### src/rtl/fft_pkg.sv
// Shared FFT sequencer definitions: default size, FSM state encoding and
// the bit-reverse helper used for bit-reversed input loading.
package fft_pkg;

   localparam int FFT_LOG2N = 8;
   localparam int FFT_N     = 1 << FFT_LOG2N;

   typedef enum logic [2:0] {
      ST_IDLE,
      ST_LOAD,
      ST_COMPUTE,
      ST_GAP,
      ST_DRAIN
   } fft_state_e;

   // Reverse the low n bits of v (n <= 16); upper result bits are zero.
   function automatic logic [15:0] bitrev(input logic [15:0] v, input int n);
      logic [15:0] r;
      r = {<<{v}};
      return r >> (16 - n);
   endfunction

endpackage

### src/rtl/fft_addr_gen.sv
// Radix-2 DIT butterfly addressing: operand pair and twiddle index for a
// given stage and butterfly number within that stage.
module fft_addr_gen
   import fft_pkg::*;
#(
   parameter int LOG2N = FFT_LOG2N
) (
   input  logic [2:0]       stage_i,
   input  logic [LOG2N-2:0] b_i,
   output logic [LOG2N-1:0] addr_a_o,
   output logic [LOG2N-1:0] addr_b_o,
   output logic [LOG2N-2:0] tw_o
);

   localparam logic [2:0] SMAX = 3'(LOG2N - 1);

   logic [LOG2N-1:0] bext, half, mask, pos, a;

   // Group base is b with its low 'stage' bits cleared, doubled; pos is the
   // offset inside the group. Twiddle stride shrinks as stages advance.
   always_comb begin
      bext     = {1'b0, b_i};
      half     = LOG2N'(1) << stage_i;
      mask     = half - LOG2N'(1);
      pos      = bext & mask;
      a        = ((bext & ~mask) << 1) | pos;
      addr_a_o = a;
      addr_b_o = a | half;
      tw_o     = (LOG2N-1)'(pos << (SMAX - stage_i));
   end

endmodule

### src/rtl/fft_seq_ctrl.sv
// FFT sequencer: loads N samples, issues N/2 butterflies per stage for
// LOG2N stages with a BFLY_LAT idle gap after each, then drains results.
// Define FFT_BITREV_EN to write input samples at bit-reversed addresses.
module fft_seq_ctrl
   import fft_pkg::*;
#(
   parameter int LOG2N    = FFT_LOG2N,
   parameter int BFLY_LAT = 3
) (
   input  logic             clk,
   input  logic             rst_n,
   input  logic             start,
   input  logic             in_valid,
   output logic             in_ready,
   output logic             wr_en,
   output logic [LOG2N-1:0] wr_addr,
   output logic             bf_valid,
   output logic [LOG2N-1:0] bf_addr_a,
   output logic [LOG2N-1:0] bf_addr_b,
   output logic [LOG2N-2:0] tw_idx,
   output logic [2:0]       stage,
   output logic             out_valid,
   output logic [LOG2N-1:0] out_addr,
   output logic             out_last,
   input  logic             out_ready,
   output logic             busy,
   output logic             done
);

   localparam int               N          = 1 << LOG2N;
   localparam logic [LOG2N-1:0] CNT_LAST   = LOG2N'(N - 1);
   localparam logic [LOG2N-2:0] B_LAST     = (LOG2N-1)'(N/2 - 1);
   localparam logic [2:0]       STAGE_LAST = 3'(LOG2N - 1);
   localparam logic [7:0]       GAP_LAST   = 8'(BFLY_LAT - 1);

   fft_state_e       state_q;
   logic [LOG2N-1:0] cnt_q, cnt_d;
   logic [LOG2N-2:0] b_q, b_d;
   logic [2:0]       stage_q;
   logic [7:0]       gap_q;
   logic             in_ready_q, bf_valid_q, out_valid_q, busy_q, done_q;
   logic [LOG2N-1:0] gen_a, gen_b;
   logic [LOG2N-2:0] gen_tw;

   // Full-width counters wrap to zero naturally after their last value.
   assign cnt_d = cnt_q + LOG2N'(1);
   assign b_d   = b_q + (LOG2N-1)'(1);

   fft_addr_gen #(.LOG2N(LOG2N)) u_addr_gen (
      .stage_i  (stage_q),
      .b_i      (b_q),
      .addr_a_o (gen_a),
      .addr_b_o (gen_b),
      .tw_o     (gen_tw)
   );

   // Sequencer FSM; the shared counter serves as load index then drain index.
   always_ff @(posedge clk or negedge rst_n) begin
      if (!rst_n) begin
         state_q     <= ST_IDLE;
         cnt_q       <= '0;
         b_q         <= '0;
         stage_q     <= '0;
         gap_q       <= '0;
         in_ready_q  <= 1'b0;
         bf_valid_q  <= 1'b0;
         out_valid_q <= 1'b0;
         busy_q      <= 1'b0;
         done_q      <= 1'b0;
      end else begin
         done_q <= 1'b0;
         case (state_q)
            ST_IDLE: begin
               if (start) begin
                  state_q    <= ST_LOAD;
                  in_ready_q <= 1'b1;
                  busy_q     <= 1'b1;
                  cnt_q      <= '0;
                  stage_q    <= '0;
               end
            end
            ST_LOAD: begin
               if (wr_en) begin
                  cnt_q <= cnt_d;
                  if (cnt_q == CNT_LAST) begin
                     state_q    <= ST_COMPUTE;
                     in_ready_q <= 1'b0;
                     bf_valid_q <= 1'b1;
                     b_q        <= '0;
                     stage_q    <= '0;
                  end
               end
            end
            ST_COMPUTE: begin
               b_q <= b_d;
               if (b_q == B_LAST) begin
                  state_q    <= ST_GAP;
                  bf_valid_q <= 1'b0;
                  gap_q      <= '0;
               end
            end
            ST_GAP: begin
               gap_q <= gap_q + 8'd1;
               if (gap_q == GAP_LAST) begin
                  if (stage_q == STAGE_LAST) begin
                     state_q     <= ST_DRAIN;
                     out_valid_q <= 1'b1;
                     cnt_q       <= '0;
                  end else begin
                     state_q    <= ST_COMPUTE;
                     stage_q    <= stage_q + 3'd1;
                     bf_valid_q <= 1'b1;
                  end
               end
            end
            ST_DRAIN: begin
               if (out_ready && out_valid_q) begin
                  cnt_q <= cnt_d;
                  if (cnt_q == CNT_LAST) begin
                     state_q     <= ST_IDLE;
                     out_valid_q <= 1'b0;
                     busy_q      <= 1'b0;
                     done_q      <= 1'b1;
                  end
               end
            end
            default: state_q <= ST_IDLE;
         endcase
      end
   end

   assign in_ready  = in_ready_q;
   assign wr_en     = in_valid & in_ready_q;
`ifdef FFT_BITREV_EN
   assign wr_addr   = LOG2N'(bitrev(16'(cnt_q), LOG2N));
`else
   assign wr_addr   = cnt_q;
`endif
   // Butterfly and drain addresses read as zero whenever they are not valid.
   assign bf_valid  = bf_valid_q;
   assign bf_addr_a = bf_valid_q ? gen_a  : '0;
   assign bf_addr_b = bf_valid_q ? gen_b  : '0;
   assign tw_idx    = bf_valid_q ? gen_tw : '0;
   assign stage     = stage_q;
   assign out_valid = out_valid_q;
   assign out_addr  = out_valid_q ? cnt_q : '0;
   assign out_last  = out_valid_q && (cnt_q == CNT_LAST);
   assign busy      = busy_q;
   assign done      = done_q;

endmodule

### config.mk
export PLATFORM = sky130hd
export DESIGN_NAME = fft_seq_ctrl
export DESIGN_NICKNAME = d
export VERILOG_FILES = /design/src/rtl/fft_pkg.sv /design/src/rtl/fft_addr_gen.sv /design/src/rtl/fft_seq_ctrl.sv
export SDC_FILE = /design/constraint.sdc
export NUM_CORES = 1
export LEC_CHECK = 0
export BUFFER_PORTS_ARGS = -buffer_cell sky130_fd_sc_hd__buf_2
export CAP_MARGIN = 15
export CORE_UTILIZATION = 60
export CTS_CLUSTER_SIZE = 30
export DETAILED_ROUTE_END_ITERATION = 8
export GPL_ROUTABILITY_DRIVEN = 0
export GPL_TIMING_DRIVEN = 0
export PLACE_DENSITY = 0.95
export SETUP_SLACK_MARGIN = 0.15
export SLEW_MARGIN = 20
export SYNTH_ARGS = -nofsm -noshare
export SYNTH_HDL_FRONTEND = slang
export SYNTH_SLANG_ARGS = --single-unit
### constraint.sdc
create_clock -name clk -period 6.3 [get_ports clk]
set_clock_uncertainty 0.1 [all_clocks]
set_input_delay 0.315 -clock clk [delete_from_list [all_inputs] [get_ports clk]]
set_output_delay 0.315 -clock clk [all_outputs]
set_load 0.02 [all_outputs]
---- Word-level counts from Yosys, hierarchy flattened ----
Index checks and enable logic that the tools add are counted.
word-level totals
  bits in registers ....................... 34
  bits of input ports ..................... 5
  output and inout bits ................... 49
  logic and storage cells ................. 108
cells by class
  add/sub/neg operators ................... 6
  equality and inequality tests ........... 17
  shift-type cells ........................ 2
  multiplexer cells ....................... 47
  bitwise logic cells ..................... 6
  reductions and logical operators ........ 20
operator list
  cell                 count
  $mux 8               9
  $mux 3               12
  $pmux 8 s4           1
  $mux 7               3
  $ne 2x2->1 const B   9
  $reduce_and 6->1     3
  $add 8x1->8 const B  2
  $or 8x8->8           2
  $pmux 8 s2           1
  $pmux 3 s5           1
  $mux 1               14
  $pmux 7 s2           1
  $reduce_bool 2->1    5
  $pmux 3 s3           1
  $and 7x8->8          1
  $eq 8x2->1 const B   1
  $eq 8x8->1 const B   1
  $reduce_and 4->1     2
  $shl 1x3->8 const A  1
  $shl 8x3->7          1
  $sub 8x1->8 const B  1
  $add 7x1->7 const B  1
  $and 7x7->7          1
  $eq 7x7->1 const B   1
  other kinds (17)     23

---- Depth between registers and ports, before layout ----
Gate-level depths: netlist of run 1.
  depth after elaboration ................. 7
  gate-level depth with buffers ........... 10
  depth with buffers taken out ............ 9

---- Cells and area by module ----
Synthesis of run 1 repeated with hierarchy kept, for this count alone.
unflattened totals
  cells, all modules ...................... 343
  area total of the unflattened synthesis .. 2673.8 sq um
modules (own cells, without submodules)
  module        times used  cells an instance  area each (sq um)  sequential area each (sq um)
  fft_seq_ctrl  1           250                2112.0             850.8
  fft_addr_gen  1           93                 561.8              0.0

---- Least setup slack after synthesis of run 1 ----
No wires, ideal clock.
  path type ............................... reg-to-output
  start ................................... register stage_q[0] (netlist: stage[0])
  end ..................................... output port tw_idx[6]
  arrival ................................. 2975 ps
  required time ........................... 5885 ps
  slack ................................... 2910 ps
  cell stages (with the launch flop) ...... 11
  path buffers ............................ 1
  cell sequence ........................... dfrtp_1 clkinv_1 ha_1 clkbuf_1 nor2b_1 inv_1 ha_1 nor2b_1 mux2i_1 a32oi_1 a221oi_1
on the way
  longest elaborated chain between the ends .. 5
  elaborated cells on any way between the ends .. 6
  those cells by class .................... 2 x add/sub; 2 x shift; 1 x mux; 1 x bitwise
ends and longest elaborated chain
  item                      line                 text
  start: declaration        fft_seq_ctrl.sv:39   logic [2:0] stage_q;
  start signal: assignment  fft_seq_ctrl.sv:111  stage_q <= stage_q + 3'd1;
  $shl 1x3->8               fft_addr_gen.sv:23   half = LOG2N'(1) << stage_i;
  $sub 8x1->8               fft_addr_gen.sv:24   mask = half - LOG2N'(1);
  $and 7x8->8               fft_addr_gen.sv:25   pos = bext & mask;
  $shl 8x3->7 (*)           fft_addr_gen.sv:29   tw_o = (LOG2N-1)'(pos << (SMAX - stage_i));
  $mux 7 (*)                fft_seq_ctrl.sv:143  assign tw_idx = bf_valid_q ? gen_tw : '0;
  end: declaration          fft_seq_ctrl.sv:20   output logic [LOG2N-2:0] tw_idx,
Mark *: on every way between the ends. The rest lies on a longest branch, timed or not.

---- Final worst setup path of run 1 ----
Same ends and word-level chain as after synthesis.

==> results of run 1 <==
## worst min path at each step
| stage | slack (ns) | endpoint | startpoint |
|---|---|---|---|
| global route | 0.05 | b_q[6]$_DFFE_PN0P_ | rst_n |
| finish | -0.01 | stage[1]$_DFFE_PN0P_ | rst_n |
| global placement | 0.31 | stage[0]$_DFFE_PN0P_ | rst_n |
| detailed placement | 0.32 | stage[1]$_DFFE_PN0P_ | rst_n |
| floorplan | -0.08 | b_q[0]$_DFFE_PN0P_ | rst_n |
| CTS | 0.01 | stage[1]$_DFFE_PN0P_ | rst_n |
## cell families (layout without fill, tap and decap cells)
kind of cell / after synthesis / count (layout) / share of synthesized area, %
adders and majority gates: 11 / 11 / 5.07
buffers and inverters: 35 / 96 / 5.44
and+or+nand+nor: 129 / 129 / 26.5
AOI/OAI and AO/OA: 89 / 89 / 25.6
DFF: 34 / 34 / 31.3
xor gates and xnor gates: 9 / 9 / 2.90
muxes: 8 / 8 / 3.13
## worst register-to-register path, stage by stage, from the launching register on
cell and delay (ns):
dfrtp_1 0.44, ha_1 0.28, ha_1 0.29, a21boi_0 0.15
o32a_4 0.28, or4_1 0.42, buf_2 0.19, o31ai_1 0.26
## cell type report
| cell class | count | share of cell area, % |
|---|---|---|
| clock buffers | 7 | 2.75 |
| plain buffers | 23 | 3.27 |
| clock inverters | 1 | 0.160 |
| repair buffers | 53 | 8.46 |
| inverters | 12 | 1.44 |
| multi-input cells | 246 | 54.7 |
| flip-flops and latches | 34 | 27.1 |
| well taps | 52 | 2.07 |
## flip-flops by register name (all words and copies together) (netlist names)
signal and count:
out_valid 1, in_ready 1, bf_valid 1, wr_addr 8, done 1, stage 3, gap_q 8, busy 1
b_q 7, state_q 3
## placed cells by master, fill, tap and decap left out, types with 8 or more instances in the layout
| cell type | synthesis | final |
|---|---|---|
| nor3_1 | 8 | 8 |
| and3_1 | 8 | 8 |
| dfrtp_1 | 34 | 34 |
| ha_1 | 11 | 11 |
| o21ai_0 | 13 | 13 |
| nand2_1 | 27 | 27 |
| nor2_1 | 21 | 21 |
| xnor2_1 | 8 | 8 |
| and2_1 | 10 | 10 |
| o31ai_1 | 8 | 8 |
| inv_1 | 11 | 11 |
| clkbuf_1 | 15 | 16 |
| nand3_1 | 13 | 13 |
| o41ai_1 | 8 | 8 |
| a21oi_1 | 16 | 16 |
| buf_2 | 4 | 57 |
## power by group through the flow
stage | combinational (W) | clock [W] | sequential [W]
2_1_floorplan | 0.000798 | 0 | 0.000364
3_3_place_gp | 0.00107 | 0 | 0.000354
3_5_place_dp | 0.00111 | 0 | 0.000361
4_1_cts | 0.00111 | 0.000167 | 0.000357
5_1_grt | 0.00122 | 0.000175 | 0.000371
6_report | 0.00112 | 0.000165 | 0.000359
## through the flow
step / utilization (%) / instances / area (sq um) / power (W) / setup slack (ns)
2_1_floorplan: - / 315 / 2720 / 0.00116 / 2.91
3_3_place_gp: 69.9 / 420 / 3050 / 0.00142 / 2.85
3_5_place_dp: 69.9 / 420 / 3050 / 0.00147 / 2.76
4_1_cts: 72.0 / 428 / 3140 / 0.00164 / 2.43
5_1_grt: 72.0 / 428 / 3140 / 0.00177 / 2.18
6_report: 72.0 / 428 / 3140 / 0.00164 / 2.36
## layer usage
layer  vias up  wire [um]  global-route usage, %
li1       1292          -                      -
met1      1291       2820                   37.7
met2       167       3420                   48.7
met3        18        547                   5.23
met4         0        159                   13.6
met5         -          0                      0
==> summary.md, run 1 <==
| Metric | Value |
|---|---|
| Status | finished with violations |
| Violated checks | hold timing |
| Sequential share of the synthesized area | a little under a third |
| Peak VDD IR | approximately 280 uV |
| Post-DP HPWL | between 5000 and 6000 um |
| 1st-iter DRT viols | 290 |
| Buffers & Inverters on Critical Path | 4 |
| CP Launch Point | stage[0]$_DFFE_PN0P_ |
| Critical path endpoint category | output pin |
| Fillers | about 320 |
| #FFs+latches synth | 34 |
| FP Rows | 24 |
| Vias per inst | between 6 and 7 |
| FF-to-FF Start | stage[1]$_DFFE_PN0P_ |
| Worst hold slack | -0.0111 ns |
| Mean Syn Cell Area | roughly 8.6 sq um |
| CP Launch Type | flip-flop |
| Dominant cells by area after synthesis | dfrtp_1, ha_1, nand2_1 |
| Worst Tran Pin Value | 0.754 ns |
| Pint | slightly below 0.0008 W |
| Synth-to-Final Area Change | 15.5% |
| FFs w/ async S/R, synth | 100% |
| RSZ-0062 raised after global routing | false |
| CP Cell Sequence | clkinv_1, ha_1, clkbuf_1, nor2b_1, inv_1, ha_1, nor2b_1, mux2i_1, a32oi_1, a221oi_1, buf_2 |
| Achievable Freq | ~250 MHz |
| Residual DRC | 0 |
| Vias | 2,768 |
| Yosys cell types | 64 |
| Later-pin clock latency in the skew report | about 0.29 ns |
| Crit path to | tw_idx[6] |
| Psw | slightly below 0.0009 W |
| Seq pwr share | 21.9% |
| Starting Density | about 62% |
| Largest net degree at the start of global routing | 35 |
| Tightest Hold Check Type | input pin to asynchronous set/reset pin |
| # IOs | 54 |
| WP data required | approximately 5.9 ns |
| Top post-synthesis cells by count | dfrtp_1, nand2_1, nor2_1 |
| Synth top area share | a little under a third |
| Rel. slew slack | 49.7% |
| Switching share of power | ~53% |
| Power share of the combinational group | approximately 70% |
| Top delay family on crit path | buffers and inverters |
| First drt pass iteration count | 5 |
| Min cycle time layout | around 3.9 ns |
| Clk sinks | 34 |
| DIE AREA | 4800 sq um |
| Pins Over Slew Limit | 0 |
| Final TNS setup | 0 ns |
| Final period util | about 63% |
| CTS Buf Count | 5 |
| Total gr overflow | 0 |
| Crit Reg-Reg Endpoint | wr_addr[3]$_DFFE_PN0P_ |
| Drt total wl | about 6900 um |
| Setup Fix Bufs, Post-CTS | 0 |
| H-tree depth | 2 |
| Total Nets Final | just under 400 |
| Share of cells above drive strength 1 | a little over a fifth |
| Synth Instances | 315 |
| Floorplan die width | 69.3 um |
| Yosys warning count | 0 |
| Cell type with the largest total area after synthesis | dfrtp_1 |
| Top_reg_cell synth | dfrtp_1 |
| Worst setup path class | flip-flop to output pin |
| Netlist Area Pre-Place | 2720 sq um |
| Worst r2r path cells | 7 |
| Ant diodes | 0 |
| Tot GR Track Use | ~30% |
| CTS tree | done |
| Worst stage delay on the critical path | about 0.42 ns |
| Top-count cell post-synth | dfrtp_1 |
| Area of the multi-input gates | about 1700 sq um |
| PortBufs | 53 |
| Root Driver | clkbuf_8 |
| Post-CTS Hold Fix Bufs | 0 |
| Pwr Density | between 500 and 600 nW/um^2 |
| Post-synth EDFFs | 0 |
| Cts repair resizes | 0 |
| FF+latch area | ~850 sq um |
| Core area | about 4400 sq um |
| Initial antenna violation count | 0 |
| CP Max Fanout | 10 |
| Crit-path slowest cell | dfrtp_1 |
| Count of final setup violators | 0 |
| Crit path arrival time | between 3 and 4 ns |
| Clk pwr share | roughly a tenth |
| Global-route wire length before repair | around 11,000 um |
| Final hold viol count | 11 |
| LEAKAGE | ~1.4 nW |
| Die H | approximately 70 um |
| Post-route ant nets | 0 |
| Worst-path clk slew | around 0.070 ns |
| Number of global-route vias before repair | about 2,400 |
| Setup slack, reg-to-reg | about 3.8 ns |
| Max clock buf depth | 2 |
| Max Cap Viol | 0 |
| Crit. path cell count | 11 |
| Avg WL per Cell | around 16 um |
| Mapped Nets | around 330 |
Note: power is estimated with default switching activity, not from simulation.
==> inputs of run 2 (changes only) <==
CORE_UTILIZATION = 50   (was 60)
PLACE_DENSITY = 0.87   (was 0.95)
clock period = 3.2 ns   (was 6.3 ns; I/O delays follow)
==> run 2 against run 1 <==
- setup slack lost 2.2 ns
- clock power grew 100%
- non-clock buffer count grew 5
- via count grew 0.79%
- global-route usage shrank 2.8 points
- the flow now finishes without violations
- power grew 110%
- die area grew 19%
- sequential cell count is the same
- cell count grew 5.4%
- sequential power grew 96%
- count of clock-buffer cells in the layout is the same
==> summary.md, run 2 (synthesis gave the netlist of run 1 again) <==
| Metric | Value |
|---|---|
| Avg WL per Cell | about 16 um |
| Total gr overflow | 0 |
| LEAKAGE | approximately 1.4 nW |
| Non-Filler Instances | 451 |
| Post-Place Cells | ~440 |
| PortBufs | 53 |
| RSZ-0062 raised after global routing | false |
| First drt pass iteration count | 5 |
| DIE AREA | around 5700 sq um |
| CTS tree | done |
| Final TNS setup | 0 ns |
| Max Cap Viol | 0 |
| Number of global-route vias before repair | 2,467 |
| Tightest Hold Check Type | input pin to flip-flop |
| FF-to-FF Start | stage[0]$_DFFE_PN0P_ |
| Fillers | about 460 |
| Die H | roughly 76 um |
| Worst Tran Pin Value | 0.760 ns |
| Min cycle time layout | 3.02 ns |
| Most frequent cells in the layout | buf_2, dfrtp_1, nand2_1 |
| Worst-path clk slew | 0.07 ns |
| CP Max Fanout | 9 |
| Critical path endpoint category | output pin |
| Final hold viol count | 0 |
| Hold_sp | start |
| Final Cell Area | 3310 sq um |
| Post-route ant nets | 0 |
| Post-DP HPWL | 5210 um |
| CTS Buf Count | 5 |
| Status | complete, no violations |
| Global-route wire length before repair | 11,500 um |
| Hold Path End | busy$_DFFE_PN0P_ |
| Pwr Density | between 1000 and 1500 nW/um^2 |
| Tot GR Track Use | 26.7% |
| FP Rows | 26 |
| Final worst slack | 0.176 ns |
| Rel. slew slack | between 40% and 50% |
| Initial antenna violation count | 0 |
| Count of final setup violators | 0 |
| CP Cell Sequence | buf_4, ha_1, clkbuf_2, or3_1, a211oi_4, a22oi_1, o32ai_1, buf_2 |
| Worst setup path class | flip-flop to output pin |
| Core area | roughly 5200 sq um |
| Most common cell after layout, fill and taps aside | buf_2 |
| Root Driver | clkbuf_8 |
| Starting Density | a little over half |
| Max clock buf depth | 2 |
| Final period util | between 90% and 100% |
| Vias per inst | ~6.2 |
| Final Core Density | between 60% and 70% |
| Placed cell area | about 3100 sq um |
| Pre-CTS setup slack | -0.133 ns |
| Worst stage delay on the critical path | roughly 0.45 ns |
| Worst r2r path cells | 8 |
| Synth-to-Final Area Change | 21.9% |
| Clk sinks | 34 |
| Largest net degree at the start of global routing | 35 |
| 1st-iter DRT viols | between 200 and 250 |
| Share of cells above drive strength 1 | between 20% and 30% |
| Drt total wl | 7320 um |
| Ant diodes | 0 |
| Total Nets Final | between 300 and 400 |
| Hold path depth | 3 |
| Crit Reg-Reg Endpoint | wr_addr[7]$_DFFE_PN0P_ |
| Peak VDD IR | 676 uV |
| Residual DRC | 0 |
| # IOs | 54 |
| Floorplan die width | ~76 um |
| CP Launch Type | flip-flop |
| Crit path arrival time | about 2.8 ns |
| Vias | approximately 2,800 |
| Crit-path slowest cell | or3_1 |
| Later-pin clock latency in the skew report | ~0.29 ns |
| H-tree depth | 2 |
| Setup slack, reg-to-reg | about 0.55 ns |
| Pins Over Slew Limit | 0 |
| Achievable Freq | around 330 MHz |
| WP data required | approximately 2.9 ns |
[run 2: cell count changes in the layout (fill, tap and decap cells not counted), sizes merged]
cell / previous run / this run
buf: 61 / 65
clkinvlp: 0 / 1
dlygate4sd3: 0 / 1
inv: 11 / 10
[run 2: timing repair]
| item | 4_1_cts | 5_1_grt |
|---|---|---|
| gates resized for setup | 16 | 14 |
| hold endpoints to repair | 34 | 0 |
| hold buffers | 1 | 0 |
| pin swaps | 0 | 2 |
| setup buffers | 3 | 1 |
| endpoints found under the setup margin | 18 | 13 |
[run 2: worst max-delay path, delay by kind of cell (launching register included)]
kind	cells	cell delay, ns
simple gates	1	0.45
flops	1	0.41
buf+inv	3	0.59
fa+ha+maj	1	0.19
compound gates	3	0.83
[run 2: worst max path at each step]
stage / start / end / cells past startpoint
floorplan: stage[0]$_DFFE_PN0P_ / tw_idx[6] / 10
global placement: stage[0]$_DFFE_PN0P_ / tw_idx[6] / 11
detailed placement: stage[0]$_DFFE_PN0P_ / tw_idx[6] / 11
CTS: stage[2]$_DFFE_PN0P_ / tw_idx[4] / 8
global route: stage[0]$_DFFE_PN0P_ / tw_idx[5] / 8
finish: stage[0]$_DFFE_PN0P_ / tw_idx[5] / 8
[run 2: report_power, final]
group	internal, W	switching, W
Combinational	0.000923	0.00150
Clock	0.000173	0.000157
Sequential	0.000552	0.000150
[run 2: metal layers]
metal  up-vias  global-route usage [%]  wire length (um)
met5         -                       0                 0
li1       1300                       -                 -
met4         0                    8.64               120
met1      1341                    32.9              3080
met3        18                    3.70               463
met2       131                    48.1              3650
[run 2: stage by stage]
step                power (W)  hold slack, ns
floorplan             0.00229          -0.236
global placement      0.00282           0.167
detailed placement    0.00288           0.176
CTS                   0.00336          0.0782
global route          0.00370           0.133
finish                0.00346          0.0772
[run 2: layout make-up]
cell class / instances / area, sq um / area share, %
plain buffers: 23 / 111 / 3.36
clock inverters: 1 / 5.00 / 0.151
flip-flops and latches: 34 / 852 / 25.7
repair buffers: 58 / 308 / 9.30
inverters: 12 / 53.8 / 1.63
clock buffers: 7 / 86.3 / 2.61
multi-input cells: 246 / 1810 / 54.6
well taps: 70 / 87.6 / 2.65
==> inputs of run 3 (changes only) <==
SETUP_SLACK_MARGIN = 0.2   (was 0.15)
==> run 3 against run 2 <==
- setup slack better by 0.091 ns
- wire length is 3.6% lower
- non-clock buffer count is 2 higher
- via count is 0.47% lower
- cell area is 0.87% higher
- fmax is 3.1% higher
- cell count is 0.44% higher
- largest power group unchanged
- sequential power is 0.9% higher
- sequential share of layout area is 0.18 points lower
- utilization is 0.56 points higher
==> summary.md, run 3 (synthesis gave the netlist of run 1 again) <==
| Metric | Value |
|---|---|
| CTS Buf Count | 5 |
| LEAKAGE | between 1 and 1.5 nW |
| Min cycle time layout | 2.93 ns |
| Root Driver | clkbuf_8 |
| Residual DRC | 0 |
| Count of final setup violators | 0 |
| RSZ-0062 raised after global routing | false |
| Worst-path clk slew | ~0.07 ns |
| Critical path endpoint category | output pin |
| Vias | 2,777 |
| Vias per inst | 6.13 |
| Post-DP HPWL | 4960 um |
| Global-route wire length before repair | around 11,000 um |
| Number of global-route vias before repair | between 2,000 and 3,000 |
| Most frequent cells in the layout | buf_2, dfrtp_1, nand2_1 |
| Final worst slack | approximately 0.27 ns |
| Non-Filler Instances | ~450 |
| Synth-to-Final Area Change | 22.9% |
| Post-route ant nets | 0 |
| H-tree depth | 2 |
| 1st-iter DRT viols | between 150 and 200 |
| Post-Place Cells | about 440 |
| Worst Tran Pin Value | ~0.75 ns |
| Ant diodes | 0 |
| Rel. slew slack | between 50 and 60% |
| Die H | between 70 and 80 um |
| Pins Over Slew Limit | 0 |
| CP Launch Type | flip-flop |
| CP Max Fanout | 9 |
| Starting Density | 52.5% |
| Final period util | 91.7% |
| Fillers | about 420 |
| First drt pass iteration count | 5 |
| Tightest Hold Check Type | input pin to flip-flop |
| Avg WL per Cell | 15.6 um |
| Status | complete, no violations |
| Largest net degree at the start of global routing | 35 |
| Worst r2r path cells | 8 |
| Tot GR Track Use | 25.9% |
| Pwr Density | between 1000 and 1500 nW/um^2 |
| Achievable Freq | 341 MHz |
| Later-pin clock latency in the skew report | between 0.2 and 0.3 ns |
| WP data required | 2.94 ns |
| Total Nets Final | roughly 400 |
| Max clock buf depth | 2 |
| CTS tree | done |
| Floorplan die width | 75.7 um |
| # IOs | 54 |
| Total gr overflow | 0 |
| Worst setup path class | flip-flop to output pin |
| PortBufs | 53 |
| Most common cell after layout, fill and taps aside | buf_2 |
| Pwr Total | ~0.0035 W |
| Final hold viol count | 0 |
| Hold path depth | 3 |
| Max Cap Viol | 0 |
| Drt total wl | ~7000 um |
| Pre-CTS setup slack | -0.128 ns |
| Share of cells above drive strength 1 | ~28% |
| Initial antenna violation count | 0 |
| DIE AREA | between 5000 and 6000 sq um |
| Peak VDD IR | slightly below 800 uV |
| Crit path arrival time | roughly 2.7 ns |
| Setup slack, reg-to-reg | about 0.70 ns |
| FP Rows | 26 |
| Final TNS setup | 0 ns |
| Core area | around 5200 sq um |
| Clk sinks | 34 |
[run 3: changes by cell type in the layout (fill, tap and decap cells not counted), sizes merged]
| cell | before | now |
|---|---|---|
| buf | 65 | 69 |
| clkbuf | 22 | 21 |
| clkinv | 2 | 1 |
[run 3: final cells by class]
cell class	count	area (sq um)	area share (%)
Buffer	23	111	3.34
Clock buffer	8	110	3.30
Inverter	12	53.8	1.61
Multi-Input combinational cell	246	1800	53.9
Sequential cell	34	853	25.6
Tap cell	70	87.6	2.62
Timing Repair Buffer	60	323	9.67
[run 3: repair_timing]
action,in CTS,in global routing
resized for setup,19,13
endpoints found under the hold margin,34,0
hold buffers,1,0
setup buffers,3,3
pin swaps,0,3
endpoints found under the setup margin,18,14
[run 3: layer usage]
layer / up-vias / track usage [%] / part of all wire (%)
met1: 1310 / 30.8 / 42
li1: 1317 / - / -
met4: 0 / 11.9 / 2.5
met2: 131 / 46.0 / 49
met5: - / 0 / 0
met3: 19 / 4.10 / 6.3
[run 3: critical path, cell delays in order, from the launching register on]
cell and delay [ns]:
dfrtp_2 0.43, buf_4 0.16, ha_1 0.18, buf_2 0.19
or3_1 0.43, a211oi_4 0.26, buf_4 0.17, a32oi_2 0.09
a221oi_2 0.30, buf_4 0.18
[run 3: path summary, 6_finish.rpt]
kind	from	endpoint
min	start	busy$_DFFE_PN0P_
min in group asynchronous	rst_n	gap_q[7]$_DFFE_PN0P_
max reg2reg	stage[0]$_DFFE_PN0P_	wr_addr[7]$_DFFE_PN0P_
min reg2reg	gap_q[7]$_DFFE_PN0P_	gap_q[7]$_DFFE_PN0P_
max in group asynchronous	rst_n	stage[2]$_DFFE_PN0P_
max	stage[0]$_DFFE_PN0P_	tw_idx[6]
[run 3: power breakdown]
group	internal [W]	switching, W	total [W]
Sequential	0.000553	0.000156	0.000708
Combinational	0.000941	0.00150	0.00244
Clock	0.000217	0.000154	0.000371
Total	0.00171	0.00181	0.00352
[run 3: per-stage QoR]
| stage | hold slack, ns | util (%) | instance area, sq um |
|---|---|---|---|
| after floorplan | -0.236 | - | 2730 |
| after global placement | 0.165 | 59.6 | 3080 |
| final | 0.0776 | 64.5 | 3340 |
| after CTS | 0.0810 | 63.8 | 3300 |
| after detailed placement | 0.177 | 59.6 | 3080 |
| after global routing | 0.129 | 64.5 | 3340 |
